==> src/rtl/sdram_pkg.sv <==
// Shared SDRAM controller definitions: command encodings, address fields and
// the read-engine state encoding.
package sdram_pkg;

   localparam int unsigned BANK_W    = 2;
   localparam int unsigned ROW_W     = 11;
   localparam int unsigned COL_W     = 8;
   localparam int unsigned ADDR_W    = BANK_W + ROW_W + COL_W;
   localparam int unsigned SA_W      = 12;
   localparam int unsigned DQ_W      = 16;
   localparam int unsigned LEN_W     = 8;
   localparam int unsigned BURST_LEN = 4;

   // {cs_n, ras_n, cas_n, we_n}
   typedef logic [3:0] cmd_t;
   localparam cmd_t CMD_NOP  = 4'b0111;
   localparam cmd_t CMD_ACT  = 4'b0011;
   localparam cmd_t CMD_RD   = 4'b0101;
   localparam cmd_t CMD_WR   = 4'b0100;
   localparam cmd_t CMD_PRE  = 4'b0010;
   localparam cmd_t CMD_AREF = 4'b0001;

   // A10 high on PRECHARGE selects all banks
   localparam logic [SA_W-1:0] SA_PRE_ALL = 12'h400;

   typedef struct packed {
      logic [BANK_W-1:0] bank;
      logic [ROW_W-1:0]  row;
      logic [COL_W-1:0]  col;
   } rd_addr_t;

   typedef enum logic [3:0] {
      RD_IDLE,
      RD_REQ,
      RD_ACT,
      RD_TRCD,
      RD_READ,
      RD_DRAIN,
      RD_PRE,
      RD_TRP,
      RD_END
   } rd_state_e;

endpackage

==> src/rtl/sdram_read_if.sv <==
// Read-engine bundle: arbiter handshake, user request/data side and the
// SDRAM command/data pins seen by the engine.
interface sdram_read_if;
   import sdram_pkg::*;

   logic              rd_en;
   logic              flag_rd_ask;
   logic              flag_rd_end;
   logic              rd_trig;
   logic [LEN_W-1:0]  rd_len;
   logic [ADDR_W-1:0] rd_addr;
   cmd_t              sdram_cmd;
   logic [SA_W-1:0]   sdram_addr;
   logic [BANK_W-1:0] sdram_bank;
   logic [DQ_W-1:0]   sdram_dq_in;
   logic [DQ_W-1:0]   rd_data;
   logic              rd_data_vld;
   logic              rd_busy;

   modport master (
      input  rd_en, rd_trig, rd_len, rd_addr, sdram_dq_in,
      output flag_rd_ask, flag_rd_end, sdram_cmd, sdram_addr, sdram_bank,
             rd_data, rd_data_vld, rd_busy
   );

   modport slave (
      output rd_en, rd_trig, rd_len, rd_addr, sdram_dq_in,
      input  flag_rd_ask, flag_rd_end, sdram_cmd, sdram_addr, sdram_bank,
             rd_data, rd_data_vld, rd_busy
   );

endinterface

==> src/rtl/sdram_rd_capture.sv <==
// Read data capture: delays each READ strobe by the CAS latency and opens a
// burst-long window in which sdram_dq_in is registered onto rd_data.
module sdram_rd_capture
   import sdram_pkg::*;
#(
   parameter int unsigned CAS_LAT = 3
) (
   input  logic            sclk,
   input  logic            srst,
   input  logic            rd_issue,
   input  logic [DQ_W-1:0] dq_in,
   output logic [DQ_W-1:0] rd_data,
   output logic            rd_data_vld
);

   localparam int unsigned PIPE_W = CAS_LAT + BURST_LEN - 1;

   logic [PIPE_W-1:0] issue_sh;
   logic              cap_en_c;

   // Top BURST_LEN taps cover the cycles the burst words sit on the bus
   assign cap_en_c = |issue_sh[PIPE_W-1:CAS_LAT-1];

   always_ff @(posedge sclk) begin
      if (srst) begin
         issue_sh    <= '0;
         rd_data     <= '0;
         rd_data_vld <= 1'b0;
      end else begin
         issue_sh    <= {issue_sh[PIPE_W-2:0], rd_issue};
         rd_data_vld <= cap_en_c;
         if (cap_en_c) begin
            rd_data <= dq_in;
         end
      end
   end

endmodule

==> src/rtl/sdram_read.sv <==
// Burst-read engine: arbitrates for the command bus, opens the row, streams
// back-to-back BL4 READs and yields at burst boundaries for refresh/row end.
module sdram_read
   import sdram_pkg::*;
#(
   parameter int unsigned CAS_LAT = 3,
   parameter int unsigned T_RCD   = 2,
   parameter int unsigned T_RP    = 2
) (
   input logic          sclk,
   input logic          srst,
   sdram_read_if.master bus
);

   localparam int unsigned CNT_W = 4;
   localparam logic [CNT_W-1:0] TRCD_LAST  = CNT_W'(T_RCD - 2);
   localparam logic [CNT_W-1:0] DRAIN_LAST = CNT_W'(CAS_LAT);
   localparam logic [CNT_W-1:0] TRP_LAST   = CNT_W'(T_RP - 2);
   localparam logic [CNT_W-1:0] PH_LAST    = CNT_W'(BURST_LEN - 1);

   rd_state_e         state_q, state_d;
   logic [CNT_W-1:0]  cnt_q, cnt_d;
   logic [BANK_W-1:0] bank_q, bank_d;
   logic [ROW_W-1:0]  row_q, row_d;
   logic [COL_W-1:0]  col_q, col_d;
   logic [LEN_W-1:0]  left_q, left_d;
   cmd_t              cmd_q, cmd_d;
   logic [SA_W-1:0]   addr_q, addr_d;
   logic [BANK_W-1:0] ba_q, ba_d;
   logic              ask_q, ask_d;
   logic              end_q, end_d;
   logic              busy_q, busy_d;
   logic              issue_c;
   logic              rd_issue_c;
   rd_addr_t          trig_addr_c;

   assign trig_addr_c = rd_addr_t'(bus.rd_addr);

   // Outputs are registered from the next state so commands line up with it
   always_comb begin
      state_d = state_q;
      cnt_d   = cnt_q;
      bank_d  = bank_q;
      row_d   = row_q;
      col_d   = col_q;
      left_d  = left_q;
      cmd_d   = CMD_NOP;
      addr_d  = '0;
      ba_d    = '0;
      issue_c = 1'b0;
      unique case (state_q)
         RD_IDLE: begin
            if (bus.rd_trig && (bus.rd_len != '0)) begin
               bank_d  = trig_addr_c.bank;
               row_d   = trig_addr_c.row;
               col_d   = trig_addr_c.col & ~COL_W'(BURST_LEN - 1);
               left_d  = bus.rd_len;
               state_d = RD_REQ;
            end
         end
         RD_REQ: begin
            if (bus.rd_en) begin
               state_d = RD_ACT;
               cmd_d   = CMD_ACT;
               addr_d  = SA_W'(row_q);
               ba_d    = bank_q;
            end
         end
         RD_ACT: begin
            state_d = RD_TRCD;
            cnt_d   = '0;
         end
         RD_TRCD: begin
            if (cnt_q == TRCD_LAST) begin
               state_d = RD_READ;
               cnt_d   = '0;
               issue_c = 1'b1;
            end else begin
               cnt_d = cnt_q + 1'b1;
            end
         end
         RD_READ: begin
            if (cnt_q != PH_LAST) begin
               cnt_d = cnt_q + 1'b1;
            end else begin
               cnt_d = '0;
               // Burst boundary: done, pre-empted, or column wrapped to 0
               if ((left_q == '0) || !bus.rd_en || (col_q == '0)) begin
                  state_d = RD_DRAIN;
                  if (col_q == '0) begin
                     row_d = row_q + 1'b1;
                  end
               end else begin
                  issue_c = 1'b1;
               end
            end
         end
         RD_DRAIN: begin
            if (cnt_q == DRAIN_LAST) begin
               state_d = RD_PRE;
               cmd_d   = CMD_PRE;
               addr_d  = SA_PRE_ALL;
               ba_d    = bank_q;
               cnt_d   = '0;
            end else begin
               cnt_d = cnt_q + 1'b1;
            end
         end
         RD_PRE: begin
            state_d = RD_TRP;
            cnt_d   = '0;
         end
         RD_TRP: begin
            if (cnt_q == TRP_LAST) begin
               state_d = RD_END;
            end else begin
               cnt_d = cnt_q + 1'b1;
            end
         end
         RD_END: begin
            state_d = (left_q == '0) ? RD_IDLE : RD_REQ;
         end
         default: begin
            state_d = RD_IDLE;
         end
      endcase

      if (issue_c) begin
         cmd_d  = CMD_RD;
         addr_d = SA_W'(col_q);
         ba_d   = bank_q;
         col_d  = col_q + COL_W'(BURST_LEN);
         left_d = left_q - 1'b1;
      end

      ask_d  = (state_d == RD_REQ);
      end_d  = (state_d == RD_END);
      busy_d = (state_d != RD_IDLE);
   end

   always_ff @(posedge sclk) begin
      if (srst) begin
         state_q <= RD_IDLE;
         cnt_q   <= '0;
         bank_q  <= '0;
         row_q   <= '0;
         col_q   <= '0;
         left_q  <= '0;
         cmd_q   <= CMD_NOP;
         addr_q  <= '0;
         ba_q    <= '0;
         ask_q   <= 1'b0;
         end_q   <= 1'b0;
         busy_q  <= 1'b0;
      end else begin
         state_q <= state_d;
         cnt_q   <= cnt_d;
         bank_q  <= bank_d;
         row_q   <= row_d;
         col_q   <= col_d;
         left_q  <= left_d;
         cmd_q   <= cmd_d;
         addr_q  <= addr_d;
         ba_q    <= ba_d;
         ask_q   <= ask_d;
         end_q   <= end_d;
         busy_q  <= busy_d;
      end
   end

   assign bus.sdram_cmd   = cmd_q;
   assign bus.sdram_addr  = addr_q;
   assign bus.sdram_bank  = ba_q;
   assign bus.flag_rd_ask = ask_q;
   assign bus.flag_rd_end = end_q;
   assign bus.rd_busy     = busy_q;

   assign rd_issue_c = (cmd_q == CMD_RD);

   sdram_rd_capture #(
      .CAS_LAT (CAS_LAT)
   ) u_capture (
      .sclk        (sclk),
      .srst        (srst),
      .rd_issue    (rd_issue_c),
      .dq_in       (bus.sdram_dq_in),
      .rd_data     (bus.rd_data),
      .rd_data_vld (bus.rd_data_vld)
   );

endmodule

==> src/flat_wrapper.sv <==
// flat-port wrapper written by rule: the top's interface ports become plain ports
module sdram_read_flat import sdram_pkg::*;
#(
   parameter int unsigned CAS_LAT = 3,
   parameter int unsigned T_RCD   = 2,
   parameter int unsigned T_RP    = 2
)
  (sclk, srst, bus_rd_en, bus_rd_trig, bus_rd_len, bus_rd_addr, bus_sdram_dq_in, bus_flag_rd_ask, bus_flag_rd_end, bus_sdram_cmd, bus_sdram_addr, bus_sdram_bank, bus_rd_data, bus_rd_data_vld, bus_rd_busy);
  sdram_read_if bus_i ();
  input logic sclk;
  input logic srst;
  input wire logic [$bits(bus_i.rd_en)-1:0] bus_rd_en;
  input wire logic [$bits(bus_i.rd_trig)-1:0] bus_rd_trig;
  input wire logic [$bits(bus_i.rd_len)-1:0] bus_rd_len;
  input wire logic [$bits(bus_i.rd_addr)-1:0] bus_rd_addr;
  input wire logic [$bits(bus_i.sdram_dq_in)-1:0] bus_sdram_dq_in;
  output wire logic [$bits(bus_i.flag_rd_ask)-1:0] bus_flag_rd_ask;
  output wire logic [$bits(bus_i.flag_rd_end)-1:0] bus_flag_rd_end;
  output wire logic [$bits(bus_i.sdram_cmd)-1:0] bus_sdram_cmd;
  output wire logic [$bits(bus_i.sdram_addr)-1:0] bus_sdram_addr;
  output wire logic [$bits(bus_i.sdram_bank)-1:0] bus_sdram_bank;
  output wire logic [$bits(bus_i.rd_data)-1:0] bus_rd_data;
  output wire logic [$bits(bus_i.rd_data_vld)-1:0] bus_rd_data_vld;
  output wire logic [$bits(bus_i.rd_busy)-1:0] bus_rd_busy;
  assign bus_i.rd_en = bus_rd_en;
  assign bus_i.rd_trig = bus_rd_trig;
  assign bus_i.rd_len = bus_rd_len;
  assign bus_i.rd_addr = bus_rd_addr;
  assign bus_i.sdram_dq_in = bus_sdram_dq_in;
  assign bus_flag_rd_ask = bus_i.flag_rd_ask;
  assign bus_flag_rd_end = bus_i.flag_rd_end;
  assign bus_sdram_cmd = bus_i.sdram_cmd;
  assign bus_sdram_addr = bus_i.sdram_addr;
  assign bus_sdram_bank = bus_i.sdram_bank;
  assign bus_rd_data = bus_i.rd_data;
  assign bus_rd_data_vld = bus_i.rd_data_vld;
  assign bus_rd_busy = bus_i.rd_busy;
  sdram_read #(.CAS_LAT(CAS_LAT), .T_RCD(T_RCD), .T_RP(T_RP)) u_core (.sclk(sclk), .srst(srst), .bus(bus_i));
endmodule
==> config.mk <==
export PLATFORM = sky130hd
export DESIGN_NAME = sdram_read_flat
export DESIGN_NICKNAME = d
export VERILOG_FILES = /design/src/rtl/sdram_pkg.sv /design/src/rtl/sdram_read_if.sv /design/src/rtl/sdram_rd_capture.sv /design/src/rtl/sdram_read.sv /design/src/flat_wrapper.sv
export SDC_FILE = /design/constraint.sdc
export NUM_CORES = 1
export LEC_CHECK = 0
export CAP_MARGIN = 10
export CORE_UTILIZATION = 45
export CTS_CLUSTER_SIZE = 30
export DETAILED_ROUTE_END_ITERATION = 8
export GPL_TIMING_DRIVEN = 0
export PLACE_DENSITY_LB_ADDON = 0.3
export SETUP_SLACK_MARGIN = 0.2
export SLEW_MARGIN = 25
export SYNTH_ARGS = -nofsm -noshare
export SYNTH_HDL_FRONTEND = slang
export SYNTH_SLANG_ARGS = --single-unit
==> constraint.sdc <==
create_clock -name sclk -period 1.9 [get_ports sclk]
set_clock_uncertainty 0.1 [all_clocks]
set_input_delay 0.38 -clock sclk [delete_from_list [all_inputs] [get_ports sclk]]
set_output_delay 0.38 -clock sclk [all_outputs]
set_load 0.1 [all_outputs]
==> run_results.csv, run 1 <==
group,metric,value,unit
status,outcome,"finished, violations left",
status,violations,"setup timing",
route,drt_iter0_drc,299,
clock_tree,clockBufferDepth,2,
clock_tree,numCtsBuffers,9,
placed_design,dp.final_hpwl,6890,um
synth,ys.flop_type,"dfxtp_1",
clock_tree,cts-htree-levels,3,
timing,finalWorstSetupSlack,-0.259,ns
grt,grt_max_degree,15,
critical_path,crit_chain,"inv_2 > ha_1 > or4b_4 > a2bb2oi_4 > a21o_4 > buf_8 > a32oi_1 > a21oi_1",
cells_and_area,fin_util,70.1,%
power_and_ir_drop,p_per_area,812,nW/um2
placed_design,portBuffers,82,
critical_path,critical-path-top-delay-family,"compound AO/OA/AOI/OAI gates",
placed_design,dpl_cell_area,4640,um2
critical_path,start_kind,"flip-flop",
timing,rsz0062_at_grt,"true",
floorplanning,die_area,8230,um2
critical_path,critPathCaptureType,"flip-flop",
synth,syn_area_per_cell,8.31,um2
route,viasPerCell,5.81,
timing,timing.final.hold_violations,0,
route,wire_per_inst,17.0,um
critical_path,slowest_stage,"or4b_4",
floorplanning,fp-row-count,31,
timing,holdWs,0.311,ns
critical_path,path_buf_inv,2,
floorplanning,die_w,90.7,um
route,num_vias,3743,
critical_path,slowest_delay,0.48,ns
grt,grt_pass1_vias,3543,
synth,yosysWarnings,0,
route,routed_wl,10900,um
synth,ys_seq_area_share,43.5,%
timing,fin_crit_sh,114,%
synth,async_reset_ff_share,0,%
route,antenna_left,0,
grt,overflow,0,
timing,finalCriticalPeriod,2.16,ns
clock_tree,cts_tree,"built",
cells_and_area,area_growth,47.5,%
placed_design,place_ws,-0.605,ns
timing,drv_slew,0,
cells_and_area,finalNonFillerCells,644,
power_and_ir_drop,leakage,2.07,nW
cells_and_area,antenna_cells,0,
power_and_ir_drop,max-vdd-ir-drop,0.417,mV
flow_run,max_cap_viol_count,0,
critical_path,cp.required,2.01,ns
critical_path,worstPathArrival,2.27,ns
cells_and_area,drive_above_1_share,31.2,%
timing,clock.fmax,463,MHz
synth,synth_edf_count,0,
clock_tree,worstSkewPairLatency,0.36,ns
placed_design,routabilityCongestion,0.834,
floorplanning,die_h,90.7,um
grt,grt_use_total,26.3,%
worst_hold_path,hp-class,"input pin to flip-flop",
timing,slew_headroom,51.7,%
floorplanning,core_area,7450,um2
floorplanning,io_pins,87,
critical_path,worstPathMaxFanout,10,
synth,synth-seq-cells,77,
cells_and_area,nNetsFinal,595,
cells_and_area,design_area,5220,um2
grt,grt_pass1_wl,17300,um
timing,tightest_slew,0.718,ns
clock_tree,clkTransAtPathRegs,0.08,ns
synth,syn_inst,426,
synth,syn_area,3540,um2
route,route.detailed.drc,0,
clock_tree,clkSinkCount,77,
timing,final-setup-viol-count,40,
grt,antenna_found_initial,0,
critical_path,critPathKind,"flip-flop to flip-flop",
route,first_pass_iters,5,
clock_tree,cts_hold_buf,0,
clock_tree,cts-root-buf,"clkbuf_8",
placed_design,dp.cells,608,
floorplanning,start_util,47.5,%
synth,ys_types,61,
==> tightest hold or removal path, delay by kind of cell <==
kind / cells / cell delay (ns)
buffers and inverters: 1 / 0.21
and+or+nand+nor: 1 / 0.08
AOI/OAI and AO/OA: 1 / 0.06
==> layout make-up <==
cell class / instances / area, um2
clock buffers: 9 / 124
repair buffers: 102 / 858
well taps: 99 / 124
clock inverters: 7 / 121
multi-input cells: 309 / 2160
flip-flops and latches: 77 / 1560
inverters: 12 / 45.0
fillers: 583 / 2220
plain buffers: 29 / 230
==> cells in the mapped netlist (3+ instances only) <==
| master | count | area [um2] |
|---|---|---|
| or3b_2 | 4 | 35.0 |
| nand3_1 | 9 | 45.0 |
| and2_1 | 4 | 25.0 |
| or3_1 | 3 | 18.8 |
| nor2b_1 | 9 | 56.3 |
| nor2_1 | 33 | 124 |
| o21ai_0 | 7 | 35.0 |
| nor4_1 | 8 | 50.1 |
| o21ai_1 | 7 | 35.0 |
| a21oi_1 | 46 | 230 |
| clkbuf_1 | 20 | 75.1 |
| a32oi_1 | 5 | 43.8 |
| ha_1 | 6 | 75.1 |
| o31ai_1 | 3 | 22.5 |
| a31oi_1 | 7 | 43.8 |
| nor4b_1 | 3 | 26.3 |
| and3_1 | 9 | 56.3 |
| nor3b_1 | 7 | 52.6 |
| inv_1 | 12 | 45.0 |
| buf_2 | 4 | 20.0 |
| a22oi_1 | 10 | 75.1 |
| nand2_1 | 69 | 259 |
| a211oi_1 | 3 | 22.5 |
| dfxtp_1 | 77 | 1540 |
| nor3_1 | 14 | 70.1 |
==> through the flow <==
stage	setup TNS, ns	total power [mW]
final	-6.77	4.24
after global routing	-9.42	4.40
after CTS	-4.74	4.17
after detailed placement	-29.34	2.53
after global placement	-26.06	2.51
after floorplan	-1.04	2.28
==> report_power, final <==
part           total [mW]  switching (mW)  internal [mW]  leakage (nW)
Combinational       0.928           0.505          0.423          1.31
Sequential           1.77          0.0870           1.68         0.631
Clock                1.54           0.659          0.882         0.124
==> timing repair <==
action | in CTS | in global routing
gates resized for setup | 238 | 51
endpoints found under the setup margin | 108 | 77
buffers inserted | 15 | 1
pin swaps | 16 | 11
gates cloned | 4 | 0
==> sequential cells by signal, indices dropped and copies added, names as in the netlist, 2 cells and up <==
signal	flops
u_core.bus.sdram_bank	2
u_core.cnt_q	4
u_core.col_q	6
u_core.u_capture.rd_data	16
u_core.u_capture.issue_sh	6
u_core.bus.sdram_addr	11
u_core.left_q	8
u_core.row_q	11
u_core.bank_q	2
u_core.state_q	4
u_core.bus.sdram_cmd	3
==> path summary, 6_finish.rpt <==
kind / start / endpoint / slack (ns) / cells past startpoint
setup / recovery: u_core.col_q[2]$_SDFFE_PP0P_ / u_core.left_q[7]$_SDFFE_PP0P_ / -0.26 / 8
setup reg to reg: u_core.col_q[2]$_SDFFE_PP0P_ / u_core.left_q[7]$_SDFFE_PP0P_ / -0.26 / 8
hold reg to reg: u_core.bus.sdram_cmd[1]$_SDFF_PP1_ / u_core.u_capture.issue_sh[0]$_SDFF_PP0_ / 0.32 / 1
hold / removal: bus_rd_len[0] / u_core.left_q[0]$_SDFFE_PP0P_ / 0.31 / 3
==> cell families after synthesis <==
family / synth area share [%]
other cells: 0.106
compound gates: 20.7
flops: 43.5
mux: 0.565
buf+inv: 5.12
simple gates: 27.6
xor+xnor: 0.247
fa+ha+maj: 2.12
==> layout by cell type, fill, tap and decap left out, types with 6 or more instances in the layout <==
cell / Yosys / final
nand3_1: 9 / 9
a21oi_1: 46 / 41
nor2_1: 33 / 28
o21ai_0: 7 / 7
dfxtp_2: 0 / 7
clkdlybuf4s50_1: 0 / 38
a31oi_1: 7 / 7
inv_1: 12 / 9
nor3b_1: 7 / 6
buf_2: 4 / 37
nor4_4: 1 / 6
buf_4: 2 / 15
nor2b_1: 9 / 9
a22oi_1: 10 / 8
nand2_1: 69 / 65
nor3_1: 14 / 11
dfxtp_1: 77 / 67
buf_6: 2 / 9
clkbuf_8: 0 / 9
clkbuf_4: 0 / 6
and3_1: 9 / 8
==> per-layer routing <==
metal	up-vias	part of all wire [%]	GRT usage (%)
li1	1748	-	-
met1	1774	41	33.1
met2	194	50	43.6
met3	27	7.4	3.87
met4	0	2.4	13.0
met5	-	0	0
Power figures use the tool's default switching activity.
==> run 2: changes to the inputs <==
Settings changed: SETUP_SLACK_MARGIN 0.2 to 0.5.
==> run_results.csv, run 2 (same netlist as run 1, synthesis figures left out) <==
group,metric,value,unit
critical_path,critPathCaptureType,"flip-flop",
timing,slew_headroom,40.1,%
cells_and_area,antenna_cells,0,
critical_path,critical-path-top-delay-family,"simple AND/OR/NAND/NOR gates",
power_and_ir_drop,max-vdd-ir-drop,0.648,mV
critical_path,worst-r2r-setup-slack,-0.39,ns
floorplanning,io_pins,87,
critical_path,r2r-end,"u_core.bus.flag_rd_ask$_SDFF_PP0_",
clock_tree,clkTransAtPathRegs,0.09,ns
critical_path,cp.required,2.05,ns
worst_hold_path,hp-class,"flip-flop to flip-flop",
status,outcome,"finished, violations left",
floorplanning,start_util,47.5,%
floorplanning,die_w,90.7,um
route,first_pass_iters,6,
timing,finalWorstSetupSlack,-0.393,ns
worst_hold_path,min-delay-start,"u_core.u_capture.issue_sh[1]$_SDFF_PP0_",
timing,timing.final.hold_violations,0,
cells_and_area,fin_util,85.1,%
critical_path,slowest_stage,"or4b_4",
status,violations,"setup timing",
route,drt_iter0_drc,482,
critical_path,critPathKind,"flip-flop to flip-flop",
power_and_ir_drop,clkPwrFrac,32.9,%
cells_and_area,drive_above_1_share,50.4,%
cells_and_area,area_growth,79.0,%
timing,tightest_slew,0.891,ns
timing,finalCriticalPeriod,2.29,ns
cells_and_area,top_register,"u_core.u_capture.rd_data",
floorplanning,core_area,7450,um2
critical_path,critPathLaunch,"u_core.col_q[2]$_SDFFE_PP0P_",
timing,clock.fmax,436,MHz
critical_path,start_kind,"flip-flop",
placed_design,routabilityCongestion,0.866,
cells_and_area,final_common_cell,"nand2_1",
clock_tree,clkSinkCount,77,
power_and_ir_drop,power,4.34,mW
grt,grt_use_total,29.2,%
power_and_ir_drop,seqPwrFrac,41.3,%
route,viasPerCell,6.43,
timing,fin_tns_setup,-10.14,ns
critical_path,worstPathMaxFanout,5,
critical_path,r2r-start,"u_core.col_q[2]$_SDFFE_PP0P_",
placed_design,portBuffers,82,
grt,antenna_found_initial,0,
critical_path,slowest_delay,0.49,ns
critical_path,worstPathArrival,2.44,ns
power_and_ir_drop,combinationalPowerShare,25.8,%
grt,grt_pass1_vias,3928,
floorplanning,die_h,90.7,um
cells_and_area,nNetsFinal,620,
power_and_ir_drop,leakage,2.48,nW
placed_design,dp.final_hpwl,7050,um
power_and_ir_drop,p_sw_share,32.3,%
route,num_vias,4300,
power_and_ir_drop,intPower,2.94,mW
power_and_ir_drop,p_switching,1.40,mW
route,route.detailed.drc,0,
critical_path,ff2ff_path_depth,8,
grt,overflow,0,
cells_and_area,mostFrequentLayoutCells,"46 x nand2_1, 38 x clkdlybuf4s50_1, 37 x dfxtp_2",
route,antenna_left,0,
timing,fin_crit_sh,121,%
cells_and_area,design_area,6340,um2
clock_tree,cts-root-buf,"clkbuf_8",
clock_tree,numCtsBuffers,9,
timing,rsz0062_at_grt,"true",
timing,final-setup-viol-count,40,
worst_hold_path,min_to,"u_core.u_capture.issue_sh[2]$_SDFF_PP0_",
grt,grt_max_degree,14,
grt,grt_pass1_wl,19200,um
critical_path,path_buf_inv,2,
route,routed_wl,15200,um
route,wire_per_inst,22.7,um
placed_design,place_ws,-0.552,ns
clock_tree,worstSkewPairLatency,0.36,ns
floorplanning,fp-row-count,31,
critical_path,crit_chain,"inv_4 > ha_4 > or4b_4 > a2bb2oi_4 > buf_4 > a211oi_4 > nor4b_4 > nor4_2",
clock_tree,clockBufferDepth,2,
power_and_ir_drop,p_per_area,684,nW/um2
floorplanning,die_area,8230,um2
clock_tree,cts_tree,"built",
placed_design,dpl_cell_area,4830,um2
flow_run,max_cap_viol_count,0,
cells_and_area,largest_reg_flops,16,
timing,drv_slew,0,
worst_hold_path,min_path_cells,1,
clock_tree,cts-htree-levels,3,
run 2: cell types whose count changed in the layout (fill, tap and decap cells not counted), moves of 11 or more:
cell     before  now
buf_2        37    0
buf_8         4   15
a21oi_2       5   25
a21oi_1      41   21
buf_12        0   21
buf_6         9   25
buf_4        15   31
nand2_1      65   46
dfxtp_1      67   35
nand2_4       0   16
dfxtp_2       7   37
run 2: per-stage QoR:
step / hold slack, ns / cells
floorplan: 0.314 / 427
global route: 0.365 / 669
CTS: 0.348 / 658
global placement: 0.307 / 608
finish: 0.365 / 669
detailed placement: 0.314 / 608
run 2: layout make-up:
cell class | count | area [um2]
buffer | 29 | 334
clock buffer | 10 | 128
clock inverter | 6 | 87.6
fill | 336 | 1110
inverter | 12 | 52.6
multi-input combinational | 309 | 2490
sequential | 77 | 1610
tap | 99 | 124
timing repair buffer | 127 | 1510
run 2: repair_timing:
| action | in CTS | in global routing |
|---|---|---|
| pin swaps | 42 | 28 |
| gates cloned | 5 | 1 |
| setup buffers | 29 | 10 |
| endpoints found under the setup margin | 108 | 103 |
| hold buffers | 0 | 0 |
| resized for setup | 380 | 119 |
run 2: worst reg2reg max path, stage by stage (launching register included):
cell and delay [ns]:
dfxtp_4 0.37, inv_4 0.07, ha_4 0.13, or4b_4 0.49
a2bb2oi_4 0.19, buf_4 0.17, a211oi_4 0.29, nor4b_4 0.10
nor4_2 0.26
run 2: how the worst max path moves through the flow:
| stage | slack, ns | end | depth (start not counted) |
|---|---|---|---|
| global placement | -0.54 | u_core.left_q[3]$_SDFFE_PP0P_ | 7 |
| detailed placement | -0.55 | u_core.left_q[3]$_SDFFE_PP0P_ | 7 |
| floorplan | -0.11 | u_core.left_q[3]$_SDFFE_PP0P_ | 8 |
| global route | -0.42 | u_core.bus.flag_rd_ask$_SDFF_PP0_ | 8 |
| finish | -0.39 | u_core.bus.flag_rd_ask$_SDFF_PP0_ | 8 |
| CTS | -0.21 | u_core.left_q[3]$_SDFFE_PP0P_ | 8 |
run 2: power groups by stage:
stage	Combinational, mW	Clock [mW]	Sequential, mW
6_report	1.12	1.43	1.79
2_1_floorplan	0.443	0	1.87
4_1_cts	0.939	1.37	1.77
3_3_place_gp	0.736	0	1.80
3_5_place_dp	0.750	0	1.81
5_1_grt	1.16	1.49	1.80
run 2: layer usage:
metal	GRT usage [%]	wire [um]	share of wire, %	up-vias
li1	-	-	-	1798
met1	34.1	5430	36	2082
met2	51.8	7800	51	320
met3	4.80	1070	7.1	100
met4	13.6	870	5.7	0
met5	0	0	0	-
